==> src/rtl/mips_pkg.sv <==
// Core-wide shared definitions for the MIPS datapath: default widths, the
// hardwired-zero register index and the register-file clear state type.
package mips_pkg;

  localparam int DATA_W_DEF = 32;
  localparam int ADDR_W_DEF = 5;

  localparam int unsigned REG_ZERO = 0;

  typedef enum logic {
    CLEAR = 1'b0,
    READY = 1'b1
  } rf_state_e;

endpackage

==> src/rtl/rf_scoreboard.sv <==
// Busy-bit scoreboard: one pending-write bit per register, set by issue-time
// claims and cleared by retiring writes, with combinational lookup per read port.
module rf_scoreboard
  import mips_pkg::*;
#(
  parameter int ADDR_W = ADDR_W_DEF,
  parameter bit BYPASS = 1'b1
) (
  input  logic              clk,
  input  logic              reset,
  input  logic              active,
  input  logic [ADDR_W-1:0] a1,
  input  logic [ADDR_W-1:0] a2,
  input  logic [ADDR_W-1:0] a3,
  input  logic              we3,
  input  logic [ADDR_W-1:0] ca,
  input  logic              ce,
  output logic              busy1,
  output logic              busy2
);

  localparam int DEPTH = 2 ** ADDR_W;
  localparam logic [ADDR_W-1:0] ZERO_ADDR = ADDR_W'(REG_ZERO);

  logic [DEPTH-1:0] busy_q, busy_d;
  logic             retire, claim;
  logic             fwd1, fwd2;

  // NOTE: every signal written here gets a default first, so no path leaves it unassigned and no latch is inferred.
  always_comb begin
    retire = active && we3 && (a3 != ZERO_ADDR);
    claim  = active && ce && (ca != ZERO_ADDR);
    busy_d = busy_q;
    if (retire) busy_d[a3] = 1'b0;
    // Claim applied last: a newly issued producer outranks a same-cycle retire.
    if (claim) busy_d[ca] = 1'b1;
  end

  // NOTE: sequential state uses non-blocking assignment so every flop samples pre-edge values.
  always_ff @(posedge clk) begin
    if (reset) busy_q <= '0;
    else       busy_q <= busy_d;
  end

  function automatic logic busy_lookup(input logic [ADDR_W-1:0] addr,
                                       input logic              act,
                                       input logic              fwd,
                                       input logic [DEPTH-1:0]  vec);
    if (!act || addr == ZERO_ADDR) return 1'b0;
    if (fwd) return 1'b0;
    return vec[addr];
  endfunction

  always_comb begin
    fwd1  = BYPASS && we3 && (a3 == a1);
    fwd2  = BYPASS && we3 && (a3 == a2);
    busy1 = busy_lookup(a1, active, fwd1, busy_q);
    busy2 = busy_lookup(a2, active, fwd2, busy_q);
  end

endmodule

==> src/rtl/reg_file_sb.sv <==
// Architectural register file (2 read / 1 write, r0 hardwired to zero) with a
// post-reset sequential clear, optional write-first bypass and busy scoreboard.
module reg_file_sb
  import mips_pkg::*;
#(
  parameter int DATA_W = DATA_W_DEF,
  parameter int ADDR_W = ADDR_W_DEF,
  parameter bit BYPASS = 1'b1
) (
  input  logic              clk,
  input  logic              reset,
  output logic              ready,
  input  logic [ADDR_W-1:0] A1,
  input  logic [ADDR_W-1:0] A2,
  output logic [DATA_W-1:0] RD1,
  output logic [DATA_W-1:0] RD2,
  input  logic [ADDR_W-1:0] A3,
  input  logic [DATA_W-1:0] WD3,
  input  logic              WE3,
  input  logic [ADDR_W-1:0] CA,
  input  logic              CE,
  output logic              busy1,
  output logic              busy2
);

  localparam int DEPTH = 2 ** ADDR_W;
  localparam logic [ADDR_W-1:0] ZERO_ADDR = ADDR_W'(REG_ZERO);
  localparam logic [ADDR_W-1:0] LAST_IDX  = ADDR_W'(DEPTH - 1);

  rf_state_e         state_q, state_d;
  logic [ADDR_W-1:0] idx_q, idx_d;
  logic [DATA_W-1:0] mem_q [DEPTH];

  logic              mem_we;
  logic [ADDR_W-1:0] mem_waddr;
  logic [DATA_W-1:0] mem_wdata;
  logic              active;

  assign active = (state_q == READY);
  assign ready  = active;

  always_comb begin
    state_d   = state_q;
    idx_d     = idx_q;
    mem_we    = 1'b0;
    mem_waddr = A3;
    mem_wdata = WD3;
    case (state_q)
      CLEAR: begin
        mem_we    = 1'b1;
        mem_waddr = idx_q;
        mem_wdata = '0;
        idx_d     = idx_q + ADDR_W'(1);
        if (idx_q == LAST_IDX) state_d = READY;
      end
      READY: mem_we = WE3 && (A3 != ZERO_ADDR);
    endcase
  end

  always_ff @(posedge clk) begin
    if (reset) begin
      state_q <= CLEAR;
      idx_q   <= '0;
    end else begin
      state_q <= state_d;
      idx_q   <= idx_d;
    end
  end

  // NOTE: storage has no reset branch; the CLEAR walk zeroes it one entry per cycle instead.
  always_ff @(posedge clk) begin
    if (!reset && mem_we) mem_q[mem_waddr] <= mem_wdata;
  end

  function automatic logic [DATA_W-1:0] read_sel(input logic [ADDR_W-1:0] addr,
                                                 input logic              act,
                                                 input logic [DATA_W-1:0] stored);
    if (!act || addr == ZERO_ADDR) return '0;
    if (BYPASS && WE3 && A3 == addr) return WD3;
    return stored;
  endfunction

  always_comb begin
    RD1 = read_sel(A1, active, mem_q[A1]);
    RD2 = read_sel(A2, active, mem_q[A2]);
  end

  rf_scoreboard #(
    .ADDR_W(ADDR_W),
    .BYPASS(BYPASS)
  ) u_scoreboard (
    .clk   (clk),
    .reset (reset),
    .active(active),
    .a1    (A1),
    .a2    (A2),
    .a3    (A3),
    .we3   (WE3),
    .ca    (CA),
    .ce    (CE),
    .busy1 (busy1),
    .busy2 (busy2)
  );

endmodule

==> config.mk <==
export PLATFORM = sky130hd
export DESIGN_NAME = reg_file_sb
export DESIGN_NICKNAME = d
export VERILOG_FILES = /design/src/rtl/mips_pkg.sv /design/src/rtl/rf_scoreboard.sv /design/src/rtl/reg_file_sb.sv
export SDC_FILE = /design/constraint.sdc
export NUM_CORES = 1
export LEC_CHECK = 0
export CORE_MARGIN = 1
export CORE_UTILIZATION = 39
export DETAILED_ROUTE_END_ITERATION = 8
export PLACE_DENSITY = 0.57
export SETUP_SLACK_MARGIN = 0.1
export SLEW_MARGIN = 5
export SYNTH_ARGS = -nofsm -noshare
export SYNTH_HDL_FRONTEND = slang
export SYNTH_SLANG_ARGS = --single-unit
==> constraint.sdc <==
create_clock -name clk -period 4.9 [get_ports clk]
set_input_delay 0.98 -clock clk [delete_from_list [all_inputs] [get_ports clk]]
set_output_delay 0.98 -clock clk [all_outputs]
set_load 0.01 [all_outputs]
==> flow_metrics.tcl <==
set metrics [dict create \
    outcome "finished clean" \
    h-tree-depth 3 \
    worst-setup-path-type "input port to primary output" \
    cp-end-kind "primary output" \
    drc 0 \
    start_kind "input port" \
    area.sequential_um2 31500 \
    relSlewSlack_pct 12.2 \
    netlist_instances 2969 \
    cap_violations 0 \
    yosysWarnings 0 \
    clkLatencyLatePin_ns 0.75 \
    wl_um 167000 \
    nNetsFinal 3256 \
    synthFlopType "edfxtp_1" \
    rsz0062_at_grt "true" \
    cts_max_path_buffers 3 \
    fmax_mhz 207 \
    drt_iter0_drc 3940 \
    layout_commonest_cell "edfxtp_1" \
    layout_min_cycle_time_ns 4.84 \
    cts-buffers-inserted 110 \
    syn_area_per_cell_um2 17.0 \
    setup_ws_ns 0.0641 \
    max-vdd-ir-drop_mv 0.314 \
    synthArstFlopShare_pct 0 \
    avgRoutedWirePerCell_um 33.4 \
    finalHoldViolCount 0 \
    rows 131 \
    placed_cells 4813 \
    grt_max_degree 62 \
    crit_required_ns 3.92 \
    layout.cells.non_filler 5011 \
    period_share_pct 98.7 \
    viasPerCell 6.47 \
    grt_overflow 0 \
    path_max_fanout 42 \
    tightest_slew_ns 1.32 \
    pwr_density_cell_nw_per_um2 333 \
    cts_root_buffer "clkbuf_16" \
    numPortBuffers 122 \
    synth_edf_count 1024 \
    critPathArrivalTime_ns 3.86 \
    skew_ns 0.0403 \
    finalMaxSlewViolations 0 \
    dpl_worst_slack_ns -0.174 \
    antenna_left 0 \
    ys_types 55 \
    grt_pass1_wl_um 238000 \
    clk_pin_slew_ns 0.06 \
    antenna_found_initial 0 \
    drtPass1Iterations 5 \
    whs_ns 0.495 \
    postCtsHoldBufs 0 \
    min-delay-path-class "flip-flop to flip-flop" \
    io_pins 123 \
    final_cell_mix "1024 x edfxtp_1, 388 x mux2i_1, 342 x mux4_2" \
    place_area_um2 55600 \
    syn2layout_area_growth_pct 16.8 \
    ys_ff_latch 1062 \
    dp_hpwl_um 105000 \
    start_util_pct 39.5 \
    cts_tree "done" \
    die-area_um2 131000 \
    grtUsageTotal_pct 25.3 \
    final_area_um2 59100 \
    die_h_um 362 \
    setup_viol 0 \
    vias 32400 \
    die_x_um 362 \
    power.leakage_nw 19.6 \
    synth.cell_area_um2 50600 \
    drive_gt1_share_pct 24.6 \
    core_um2 128000 \
    ys_seq_area_share_pct 62.2 \
    fillers 11000 \
    synth_fp_nets 3027 \
    gp_congestion 0.896 \
    grt_pass1_vias 32900 \
    multi_input_area_um2 17900 \
    cts.sinks 1062 \
]
==> state kept, by name, summed over array words and instances, names as in the netlist <==
| name | count |
|---|---|
| idx_q | 5 |
| mem_q | 1024 |
| ready | 1 |
| u_scoreboard.busy_q | 32 |
==> worst max-delay path: stages <==
cell and delay (ns):
clkdlybuf4s50_1 0.45, buf_12 0.17, nor2_4 0.22, buf_12 0.30, a221oi_1 0.20, a22oi_2 0.40, a21oi_1 0.15, buf_4 0.16
a211o_1 0.29, clkdlybuf4s50_1 0.51
==> cells in the mapped netlist (6+ instances only) <==
| master | number | share of area [%] |
|---|---|---|
| a221oi_1 | 188 | 3.3 |
| buf_12 | 6 | 0.24 |
| edfxtp_1 | 1024 | 61 |
| buf_8 | 6 | 0.18 |
| nand2_1 | 52 | 0.39 |
| a22oi_1 | 125 | 1.9 |
| xnor2_1 | 10 | 0.17 |
| dfxtp_1 | 38 | 1.5 |
| mux4_2 | 342 | 15 |
| nor2b_1 | 9 | 0.11 |
| buf_1 | 14 | 0.10 |
| clkbuf_1 | 105 | 0.78 |
| o21ai_0 | 160 | 1.6 |
| and2_1 | 32 | 0.40 |
| nor2_1 | 55 | 0.41 |
| buf_4 | 33 | 0.49 |
| buf_6 | 33 | 0.73 |
| nand3_1 | 6 | 0.059 |
| a211o_1 | 62 | 1.1 |
| a21oi_1 | 155 | 1.5 |
| nand2b_1 | 9 | 0.11 |
| mux2i_1 | 388 | 7.7 |
| buf_2 | 51 | 0.50 |
==> power breakdown <==
group,internal (mW),total (mW),switching (mW)
logic,0.673,1.60,0.924
clock network,4.61,8.20,3.58
registers,9.87,9.89,0.0260
total,15.2,19.7,4.53
==> final timing paths <==
path              slack, ns  cells after the start                      to                    from
setup / recovery       0.06                     10                  RD2[7]                   A2[2]
hold / removal         0.49                      2  u_scoreboard.busy_q[6]  u_scoreboard.busy_q[6]
setup reg to reg       1.46                      7            mem_q[17][0]                   ready
hold reg to reg        0.49                      2  u_scoreboard.busy_q[6]  u_scoreboard.busy_q[6]
==> cell type report <==
| cell class | instances | area share, % |
|---|---|---|
| Timing Repair Buffer | 366 | 6.82 |
| Sequential cell | 1062 | 53.3 |
| Inverter | 9 | 0.0614 |
| Antenna cell | 1 | 0.00423 |
| Clock inverter | 68 | 0.969 |
| Multi-Input combinational cell | 1649 | 30.4 |
| Tap cell | 1729 | 3.66 |
| Clock buffer | 127 | 4.84 |
==> timing repair <==
| action | CTS | global route |
|---|---|---|
| setup buffers | 2 | 0 |
| pin swaps | 3 | 1 |
| gates resized for setup | 7 | 23 |
| setup endpoints to repair | 36 | 33 |
==> through the flow <==
stage / utilization (%) / total power, mW / TNS, ns
after CTS: 46.1 / 19.8 / 0
after floorplan: - / 11.0 / 0
after global routing: 46.1 / 20.1 / 0
after global placement: 43.4 / 11.6 / -1.17
final: 46.1 / 19.7 / 0
after detailed placement: 43.4 / 11.7 / -2.69
==> layer usage <==
layer / GRT usage, % / up-vias / share of wire, %
met3: 4.88 / 366 / 8.9
met4: 8.79 / 0 / 3.8
met5: 0 / - / 0
met2: 41.0 / 1712 / 48
met1: 34.0 / 17300 / 40
li1: - / 13100 / -
==> logic make-up (layout without fill, tap and decap cells) <==
logic type / Yosys count / in the layout / synth area share (%)
flops: 1062 / 1062 / 62.2
other cells: 0 / 1 / 0
compound gates: 713 / 713 / 9.63
mux: 731 / 731 / 22.9
simple gates: 190 / 190 / 1.83
buf+inv: 258 / 570 / 3.11
xor+xnor: 13 / 13 / 0.225
fa+ha+maj: 2 / 2 / 0.0494
(Power assumes the default switching activity.)
